**src/rtl/level_interleave_stream_pkg.sv**
```systemverilog
// Shared helpers for the bit-plane re-interleaver: counter sizing, bit mapping and
// the framing-error cause codes.
package level_interleave_stream_pkg;

   typedef enum logic [1:0] {
      ERR_NONE         = 2'd0,
      ERR_EARLY_LAST   = 2'd1,
      ERR_MISSING_LAST = 2'd2
   } err_cause_e;

   function automatic int lvl_width(input int levels);
      int w;
      w = $clog2(levels);
      return (w < 1) ? 1 : w;
   endfunction

   function automatic int bit_index(input int levels, input int i, input int l);
      return levels * i + l;
   endfunction

endpackage

```
**src/rtl/level_interleave_stream_if.sv**
```systemverilog
// Plane-in / word-out handshake bundle for level_interleave_stream.
interface level_interleave_stream_if #(
   parameter int binary_levels = 2,
   parameter int simd_width    = 32
);
   logic [simd_width-1:0]               in_data;
   logic                                in_valid;
   logic                                in_ready;
   logic                                in_last;
   logic [simd_width*binary_levels-1:0] out_data;
   logic                                out_valid;
   logic                                out_ready;
   logic                                err;

   modport master (
      output in_data, in_valid, in_last, out_ready,
      input  in_ready, out_data, out_valid, err
   );

   modport slave (
      input  in_data, in_valid, in_last, out_ready,
      output in_ready, out_data, out_valid, err
   );
endinterface

```
**src/rtl/level_interleave_stream_plane_interleave.sv**
```systemverilog
// Combinational map of binary_levels bit-planes into one element-interleaved word.
module plane_interleave
   import level_interleave_stream_pkg::*;
#(
   parameter int binary_levels = 2,
   parameter int simd_width    = 32
) (
   input  logic [binary_levels-1:0][simd_width-1:0] planes,
   output logic [simd_width*binary_levels-1:0]      word
);
   always_comb begin
      word = '0;
      for (int i = 0; i < simd_width; i++) begin
         for (int l = 0; l < binary_levels; l++) begin
            word[bit_index(binary_levels, i, l)] = planes[l][i];
         end
      end
   end
endmodule

```
**src/rtl/level_interleave_stream.sv**
```systemverilog
// Streaming bit-plane re-interleaver: collects binary_levels planes, emits one packed word.
// Optional framing check on in_last enabled by `define LEVEL_INTERLEAVE_LAST_CHECK_EN.
module level_interleave_stream
   import level_interleave_stream_pkg::*;
#(
   parameter int binary_levels = 2,
   parameter int simd_width    = 32
) (
   input logic                      clk,
   input logic                      rst,
   level_interleave_stream_if.slave bus
);
   localparam int LW = lvl_width(binary_levels);
   localparam logic [LW-1:0] LAST_LVL = LW'(binary_levels - 1);

   logic [LW-1:0]                             lvl, lvl_nxt;
   logic [binary_levels-2:0][simd_width-1:0]  acc;
   logic [binary_levels-1:0][simd_width-1:0]  planes;
   logic [simd_width*binary_levels-1:0]       word, out_data;
   logic                                      out_valid, out_valid_nxt;
   logic                                      in_ready, accept, is_final, early_last;

   assign is_final = (lvl == LAST_LVL);
   // Only the final plane needs room in the output register.
   assign in_ready = !is_final || !out_valid || bus.out_ready;
   assign accept   = bus.in_valid && in_ready;

`ifdef LEVEL_INTERLEAVE_LAST_CHECK_EN
   logic err;
   assign early_last = accept && !is_final && bus.in_last;

   always_ff @(posedge clk or posedge rst) begin
      if (rst) err <= 1'b0;
      else     err <= early_last || (accept && is_final && !bus.in_last);
   end
   assign bus.err = err;
`else
   logic unused_in_last;
   assign unused_in_last = bus.in_last;
   assign early_last     = 1'b0;
   assign bus.err        = 1'b0;
`endif

   always_comb begin
      for (int k = 0; k < binary_levels - 1; k++) planes[k] = acc[k];
      planes[binary_levels-1] = bus.in_data;
   end

   plane_interleave #(
      .binary_levels(binary_levels),
      .simd_width   (simd_width)
   ) u_interleave (
      .planes(planes),
      .word  (word)
   );

   always_comb begin
      lvl_nxt       = lvl;
      out_valid_nxt = out_valid;
      if (out_valid && bus.out_ready) out_valid_nxt = 1'b0;
      if (accept) begin
         if (is_final || early_last) lvl_nxt = '0;
         else                        lvl_nxt = lvl + LW'(1);
         if (is_final) out_valid_nxt = 1'b1;
      end
   end

   always_ff @(posedge clk or posedge rst) begin
      if (rst) begin
         lvl       <= '0;
         out_valid <= 1'b0;
      end else begin
         lvl       <= lvl_nxt;
         out_valid <= out_valid_nxt;
      end
   end

   // Accumulator slots are overwritten in place; never cleared between words.
   always_ff @(posedge clk or posedge rst) begin
      if (rst) begin
         acc      <= '0;
         out_data <= '0;
      end else if (accept) begin
         if (is_final) begin
            out_data <= word;
         end else begin
            for (int k = 0; k < binary_levels - 1; k++) begin
               if (lvl == LW'(k)) acc[k] <= bus.in_data;
            end
         end
      end
   end

   assign bus.in_ready  = in_ready;
   assign bus.out_valid = out_valid;
   assign bus.out_data  = out_data;
endmodule

```
**src/flat_wrapper.sv**
```systemverilog
// flat-port wrapper written by rule: the top's interface ports become plain ports
module level_interleave_stream_flat import level_interleave_stream_pkg::*;
#(
   parameter int binary_levels = 2,
   parameter int simd_width    = 32
)
  (clk, rst, bus_in_data, bus_in_valid, bus_in_last, bus_out_ready, bus_in_ready, bus_out_data, bus_out_valid, bus_err);
  level_interleave_stream_if #(.binary_levels(binary_levels), .simd_width(simd_width)) bus_i ();
  input logic clk;
  input logic rst;
  input wire logic [$bits(bus_i.in_data)-1:0] bus_in_data;
  input wire logic [$bits(bus_i.in_valid)-1:0] bus_in_valid;
  input wire logic [$bits(bus_i.in_last)-1:0] bus_in_last;
  input wire logic [$bits(bus_i.out_ready)-1:0] bus_out_ready;
  output wire logic [$bits(bus_i.in_ready)-1:0] bus_in_ready;
  output wire logic [$bits(bus_i.out_data)-1:0] bus_out_data;
  output wire logic [$bits(bus_i.out_valid)-1:0] bus_out_valid;
  output wire logic [$bits(bus_i.err)-1:0] bus_err;
  assign bus_i.in_data = bus_in_data;
  assign bus_i.in_valid = bus_in_valid;
  assign bus_i.in_last = bus_in_last;
  assign bus_i.out_ready = bus_out_ready;
  assign bus_in_ready = bus_i.in_ready;
  assign bus_out_data = bus_i.out_data;
  assign bus_out_valid = bus_i.out_valid;
  assign bus_err = bus_i.err;
  level_interleave_stream #(.binary_levels(binary_levels), .simd_width(simd_width)) u_core (.clk(clk), .rst(rst), .bus(bus_i));
endmodule
```
**config.mk**
```make
export PLATFORM = sky130hd
export DESIGN_NAME = level_interleave_stream_flat
export DESIGN_NICKNAME = d
export VERILOG_FILES = /design/src/rtl/level_interleave_stream_pkg.sv /design/src/rtl/level_interleave_stream_if.sv /design/src/rtl/level_interleave_stream_plane_interleave.sv /design/src/rtl/level_interleave_stream.sv /design/src/flat_wrapper.sv
export SDC_FILE = /design/constraint.sdc
export NUM_CORES = 1
export LEC_CHECK = 0
export ABC_AREA = 0
export BUFFER_PORTS_ARGS = -buffer_cell sky130_fd_sc_hd__buf_2
export CAP_MARGIN = 20
export CORE_ASPECT_RATIO = 0.5
export CORE_MARGIN = 10
export CORE_UTILIZATION = 30
export CTS_BUF_LIST = sky130_fd_sc_hd__clkbuf_16
export CTS_CLUSTER_SIZE = 30
export DETAILED_ROUTE_END_ITERATION = 16
export HOLD_SLACK_MARGIN = 0.08
export PLACE_DENSITY = 0.63
export SLEW_MARGIN = 30
export SYNTH_ARGS = -nofsm -noshare
export SYNTH_HDL_FRONTEND = slang
export SYNTH_SLANG_ARGS = --single-unit
```
**constraint.sdc**
```tcl
create_clock -name clk -period 2.7 [get_ports clk]
set_clock_uncertainty 0.05 [all_clocks]
set_input_delay 0.27 -clock clk [delete_from_list [all_inputs] [get_ports clk]]
set_output_delay 0.27 -clock clk [all_outputs]
set_load 0.02 [all_outputs]
```
==> results of run 1 <==
[layout make-up]
cell class              instances  area, µm²
inverters                       1       7.51
repair buffers                106        571
clock buffers                   9        225
multi-input cells             105       1330
well taps                     170        213
flip-flops and latches         98       2450
clock inverters                 6       82.6
fillers                      1246       7890
[flip-flops by register name, summed over array words and instances (netlist names)]
register and flops:
u_core.is_final 1, u_core.acc 32, u_core.bus.out_valid 1, u_core.bus.out_data 64
[path summary, 6_finish.rpt]
path                       cells after the start  slack, ps                         from                                   to
min                                            2        120              bus_in_data[18]           u_core.acc[18]$_DFFE_PP0P_
max in group asynchronous                      4       1610                          rst  u_core.bus.out_data[29]$_DFFE_PP0P_
max reg2reg                                    4       1000  u_core.is_final$_DFFE_PP0P_  u_core.bus.out_data[32]$_DFFE_PP0P_
min reg2reg                                    1        440   u_core.acc[18]$_DFFE_PP0P_           u_core.acc[18]$_DFFE_PP0P_
min in group asynchronous                      4        560                          rst  u_core.bus.out_data[45]$_DFFE_PP0P_
max                                            4       1000  u_core.is_final$_DFFE_PP0P_  u_core.bus.out_data[32]$_DFFE_PP0P_
[cell usage in the layout (no fill, tap or decap)]
cell type      instances
nand2b_1               1
clkinv_4               1
conb_1                 1
mux2_1                 2
clkbuf_16              9
clkinv_2               2
mux2_2                45
nand2_1                2
nor2_4                 1
buf_12                 2
buf_4                  2
dlygate4sd3_1          1
mux2_4                49
nor2b_4                2
nor2_1                 2
clkinv_1               1
dfrtp_1               98
buf_2                101
clkinvlp_4             1
bufinv_16              2
[logic make-up after synthesis]
| group | share of synthesized area (%) |
|---|---|
| buffers and inverters | 4.50 |
| other | 0.0949 |
| and+or+nand+nor | 1.33 |
| DFF | 62.1 |
| muxes | 32.0 |
[critical path, cell delays in order, from the launching register on]
cell and delay [ps]:
dfrtp_1 420, nand2_1 130, nor2_4 100, buf_4 500, mux2_4 350
[power groups by stage]
stage	registers [W]	logic [W]	clock network, W
after floorplan	0.00282	0.000897	0
after global placement	0.00233	0.00196	0
after detailed placement	0.00235	0.00200	0
after CTS	0.00233	0.00200	0.00138
after global routing	0.00241	0.00207	0.00144
final	0.00233	0.00194	0.00134
[stage by stage]
step           setup WS (ps)  area (µm²)  hold WS [ps]  cells  total power [W]
5_1_grt                  904        4880           116    495          0.00591
3_3_place_gp            1010        4560           420    479          0.00429
3_5_place_dp             999        4560           424    479          0.00434
6_report                1000        4880           124    495          0.00561
4_1_cts                  990        4880           115    495          0.00571
2_1_floorplan           1220        3960           350    216          0.00372
[layer usage]
layer	vias to the layer above	share of wire (%)	GRT usage [%]
li1	951	-	-
met1	1095	41	9.84
met2	30	55	16.0
met3	4	3.1	2.49
met4	0	0.87	2.80
met5	-	0	0
==> flow_summary.json, run 1 <==
{
  "status": "finished, final reports clean",
  "final_nets": 358,
  "synthTopCellsByCount": "dfrtp_1, mux2_4, mux2_2",
  "cts_root_buf": "clkbuf_16",
  "required_ps": 2870,
  "hpwl_um": 5690,
  "synth_area_leaders": "dfrtp_1, mux2_4, mux2_2, buf_12, buf_6",
  "wl_per_cell_um": 16.3,
  "ys_seq_elements": 98,
  "grt_pass1_wl_um": 13000,
  "p_int_w": 0.00379,
  "clkSinkCount": 98,
  "die_x_um": 182,
  "cts_tree": "done",
  "hold_buffers": 1,
  "maxSlewViolCount": 0,
  "postCtsSetupRepairBufs": 0,
  "num_rows": 29,
  "cp.arrival_ps": 1860,
  "die_area_um2": 18400,
  "core_area_um2": 12800,
  "hp-class": "primary input to flop",
  "rsz0062_at_grt": "no",
  "final_core_utilization_pct": 38.2,
  "synth_cells": 216,
  "clock.fmax_mhz": 590,
  "via_per_inst": 4.20,
  "antenna_found_initial": 0,
  "p_seq_share_pct": 41.5,
  "gp_congestion": 0.694,
  "htree_levels": 3,
  "fp.dieH_um": 101,
  "drcViolationCount": 0,
  "finalSetupViolations": 0,
  "yosysUniqueCellTypes": 16,
  "switching_share_pct": 32.4,
  "area_growth_pct": 23.5,
  "grt_max_degree": 99,
  "power.leakage_nw": 2.30,
  "synth_top_cell_by_area": "dfrtp_1",
  "synth_top_area_share_pct": 62.1,
  "synthArstFlopShare_pct": 100,
  "setup_tns_ps": 0,
  "period_needed_ps": 1700,
  "num_vias": 2080,
  "irDropWorstVdd_mv": 0.416,
  "ys.warnings.count": 0,
  "path_class": "flop to flop",
  "tightestPinTransition_ps": 623,
  "numPortBuffers": 101,
  "routed_wl_um": 8080,
  "ys.flop_type": "dfrtp_1",
  "timing.slew.headroom_pct": 58.5,
  "clkPwrFrac_pct": 23.8,
  "timing.final.crit_share_pct": 62.8,
  "hold_viol": 0,
  "p_per_area_nw_per_um2": 1150,
  "antenna_cells": 0,
  "drtPass1Iterations": 4,
  "crit_path_end_kind": "flop",
  "grt_use_total_pct": 8.76,
  "synthesis.area_um2": 3950,
  "grt_pass1_vias": 2303,
  "initial_core_util_pct": 30.9,
  "syn_nets": 253,
  "cap_violations": 0,
  "synth_edf_count": 0,
  "crit_fanout": 32,
  "drt_iter0_drc": 64,
  "yosysMostFrequentCell": "dfrtp_1",
  "start_kind": "flop",
  "seq_area_frac_synth_pct": 62.1,
  "avgSynthCellArea_um2": 18.3,
  "clk_pin_slew_ps": 60,
  "ios": 104,
  "cts_resized": 0,
  "overflow": 0,
  "ant_nets": 0,
  "cts_buffers": 9,
  "drive_above_1_share_pct": 66.8,
  "power_frac_comb_pct": 34.7,
  "insertion_delay_ps": 330,
  "cts_buffer_depth": 2,
  "switchingPower_w": 0.00182
}
Power figures use the tool's default switching activity.
==> run 2: changes to the inputs <==
--- a/config.mk
+++ b/config.mk
@@ -5,7 +5,7 @@
 export SDC_FILE = /design/constraint.sdc
 export NUM_CORES = 1
 export LEC_CHECK = 0
-export ABC_AREA = 0
+export ABC_AREA = 1
 export BUFFER_PORTS_ARGS = -buffer_cell sky130_fd_sc_hd__buf_2
 export CAP_MARGIN = 20
 export CORE_ASPECT_RATIO = 0.5
@@ -15,7 +15,7 @@
 export CTS_CLUSTER_SIZE = 30
 export DETAILED_ROUTE_END_ITERATION = 16
 export HOLD_SLACK_MARGIN = 0.08
-export PLACE_DENSITY = 0.63
+export PLACE_DENSITY = 0.61
 export SLEW_MARGIN = 30
 export SYNTH_ARGS = -nofsm -noshare
 export SYNTH_HDL_FRONTEND = slang
==> constraint.sdc (replaced) <==
create_clock -name clk -period 1.7 [get_ports clk]
set_clock_uncertainty 0.05 [all_clocks]
set_input_delay 0.17 -clock clk [delete_from_list [all_inputs] [get_ports clk]]
set_output_delay 0.17 -clock clk [all_outputs]
set_load 0.02 [all_outputs]
==> flow_summary.json, run 2 <==
{
  "mostFrequentLayoutCell": "nand2_1",
  "ff2ff_path_depth": 3,
  "finalSetupViolations": 0,
  "largest_reg_flops": 64,
  "final_nets": 595,
  "crit_path_end_kind": "output port",
  "synthesis.area_um2": 4030,
  "seq_area_frac_synth_pct": 60.9,
  "ant_nets": 0,
  "overflow": 0,
  "num_vias": 3456,
  "switchingPower_w": 0.00369,
  "ys.flop_type": "dfrtp_1",
  "clkPwrFrac_pct": 21.1,
  "crit_fanout": 20,
  "num_rows": 29,
  "synth_top_cell_by_area": "dfrtp_1",
  "slowest_delay_ps": 400,
  "top_regs": "u_core.bus.out_data: 64 flops, u_core.acc: 32 flops",
  "min_to": "u_core.is_final$_DFFE_PP0P_",
  "p_seq_share_pct": 41.7,
  "synthMuxAreaShare_pct": 0,
  "cts_buffers": 9,
  "largest_register": "u_core.bus.out_data",
  "multi_input_area_um2": 1330,
  "grt_pass1_wl_um": 18300,
  "yosysUniqueCellTypes": 14,
  "synth_top_area_share_pct": 60.9,
  "synth_cells": 439,
  "path_cells": "buf_4 > nand2_1 > buf_2",
  "area_growth_pct": 31.1,
  "gp_congestion": 0.727,
  "synthArstFlopShare_pct": 100,
  "ys_seq_elements": 98,
  "cap_violations": 0,
  "grt_use_total_pct": 12.0,
  "die_x_um": 184,
  "avgSynthCellArea_um2": 9.17,
  "htree_levels": 3,
  "postCtsSetupRepairBufs": 0,
  "cts_root_buf": "clkbuf_16",
  "p_total_w": 0.00906,
  "tightestPinTransition_ps": 560,
  "insertion_delay_ps": 340,
  "hold_viol": 0,
  "synth_compound_gate_area_share_pct": 0.186,
  "whs_path_depth": 4,
  "synth_top_family_by_area": "simple AND/OR/NAND/NOR gates",
  "synthTopCellsByCount": "nand2_1, dfrtp_1, nand4_1",
  "p_int_w": 0.00537,
  "path_class": "flop to output port",
  "hpwl_um": 7240,
  "rsz0062_at_grt": "no",
  "drt_iter0_drc": 259,
  "antenna_cells": 0,
  "ios": 104,
  "yosysMostFrequentCell": "nand2_1",
  "fillers": 1288,
  "period_needed_ps": 1470,
  "clk_pin_slew_ps": 70,
  "grt_pass1_vias": 3427,
  "cp.arrival_ps": 1250,
  "hold_slack_ps": 109,
  "drcViolationCount": 0,
  "reg2reg_from": "u_core.is_final$_DFFE_PP0P_",
  "gr-usage-met3_pct": 2.58,
  "switching_share_pct": 40.7,
  "drtPass1Iterations": 5,
  "numPortBuffers": 101,
  "use_met1_pct": 14.9,
  "start_kind": "flop",
  "grt.busiest_layer": "met2",
  "power.leakage_nw": 2.86,
  "rrSetupSlack_ps": 480,
  "maxSlewViolCount": 0,
  "synthAdderAreaFrac_pct": 0,
  "via_per_inst": 4.71,
  "cts_buffer_depth": 2,
  "seq_area_um2": 2450,
  "clkSinkCount": 98,
  "hp-class": "primary input to flop",
  "synth_xor_area_share_pct": 0,
  "synth_area_leaders": "dfrtp_1, nand2_1, nand4_1, nand3_1, buf_4",
  "grt_max_degree": 99,
  "power_frac_comb_pct": 37.2,
  "fp.dieH_um": 102,
  "setup_tns_ps": 0,
  "use_met2_pct": 20.1,
  "irDropWorstVdd_mv": 0.560,
  "final_core_utilization_pct": 41.0,
  "synth_simple_gate_area_share_pct": 32.5,
  "die_area_um2": 18700,
  "syn_nets": 476,
  "reg2reg_to": "u_core.bus.out_data[24]$_DFFE_PP0P_",
  "status": "finished, final reports clean",
  "slowest_stage": "dfrtp_2",
  "timing.final.crit_share_pct": 86.6,
  "final_cell_mix": "nand2_1, buf_2, dfrtp_1",
  "routed_wl_um": 11400,
  "timing.slew.headroom_pct": 62.6,
  "ys.warnings.count": 0,
  "p_per_area_nw_per_um2": 1720,
  "wl_per_cell_um": 15.6,
  "antenna_found_initial": 0,
  "core_area_um2": 12900,
  "drive_above_1_share_pct": 23.8,
  "synth_edf_count": 0,
  "required_ps": 1480,
  "hp-start": "bus_out_ready",
  "clock.fmax_mhz": 679,
  "initial_core_util_pct": 31.3,
  "cts_tree": "done"
}
==> run 2: changes by cell type in the layout (fill, tap and decap cells not counted), moves of 3 or more <==
| cell | delta |
|---|---|
| buf_4 | +8 |
| clkinvlp_4 | +3 |
| dlygate4sd3_1 | +32 |
| inv_1 | +4 |
| inv_6 | +3 |
| mux2_2 | -45 |
| mux2_4 | -49 |
| nand2_1 | +194 |
| nand3_1 | +32 |
| nand4_1 | +64 |
==> run 2: logic make-up (layout without fill, tap and decap cells) <==
group	Yosys count	count (layout)
buffers and inverters	44	168
and+or+nand+nor	295	295
other	1	1
DFF	98	98
AOI/OAI and AO/OA	1	1
==> run 2: worst max-delay path by stage <==
stage                                start                          to  cells after the start
6_report       u_core.is_final$_DFFE_PP0P_                bus_in_ready                      3
5_1_grt        u_core.is_final$_DFFE_PP0P_                bus_in_ready                      3
4_1_cts        u_core.is_final$_DFFE_PP0P_                bus_in_ready                      3
3_5_place_dp   u_core.is_final$_DFFE_PP0P_  u_core.acc[20]$_DFFE_PP0P_                      5
3_3_place_gp   u_core.is_final$_DFFE_PP0P_  u_core.acc[20]$_DFFE_PP0P_                      5
2_1_floorplan                          rst   u_core.acc[0]$_DFFE_PP0P_                      1
==> run 2: power groups by stage <==
stage          clock [W]  combinational [W]  sequential (W)
5_1_grt          0.00207            0.00374         0.00390
6_report         0.00191            0.00337         0.00378
3_3_place_gp           0            0.00336         0.00376
4_1_cts          0.00199            0.00346         0.00378
2_1_floorplan          0            0.00124         0.00467
3_5_place_dp           0            0.00340         0.00381
==> run 2: cell type report <==
cell class | instances | share of cell area (%)
clock inverter | 7 | 0.995
sequential | 98 | 46.5
timing repair buffer | 147 | 18.7
tap | 170 | 4.03
clock buffer | 9 | 4.27
inverter | 5 | 0.427
multi-input combinational | 297 | 25.1
==> run 2: worst max-delay path, delay by kind of cell (launching register included) <==
kind                   cells  cell delay, ps
buffers and inverters      2             430
AND/OR/NAND/NOR            1              80
flip-flops                 1             400
==> run 2: stage by stage <==
| step | instances | cell area (µm²) | setup WS [ps] |
|---|---|---|---|
| 2_1_floorplan | 439 | 4030 | 318 |
| 3_3_place_gp | 684 | 4670 | 473 |
| 3_5_place_dp | 684 | 4670 | 469 |
| 4_1_cts | 733 | 5280 | 208 |
| 5_1_grt | 733 | 5280 | 150 |
| 6_report | 733 | 5280 | 227 |
==> run 2: timing repair <==
action | in CTS | in global routing
resized for setup | 0 | 0
hold buffers | 33 | 0
hold endpoints to repair | 162 | 0
==> run 2: metal layers <==
metal	share of wire (%)	wire length [µm]
met1	44	5010
met2	50	5760
met4	2.1	236
met3	3.5	401
met5	0	0
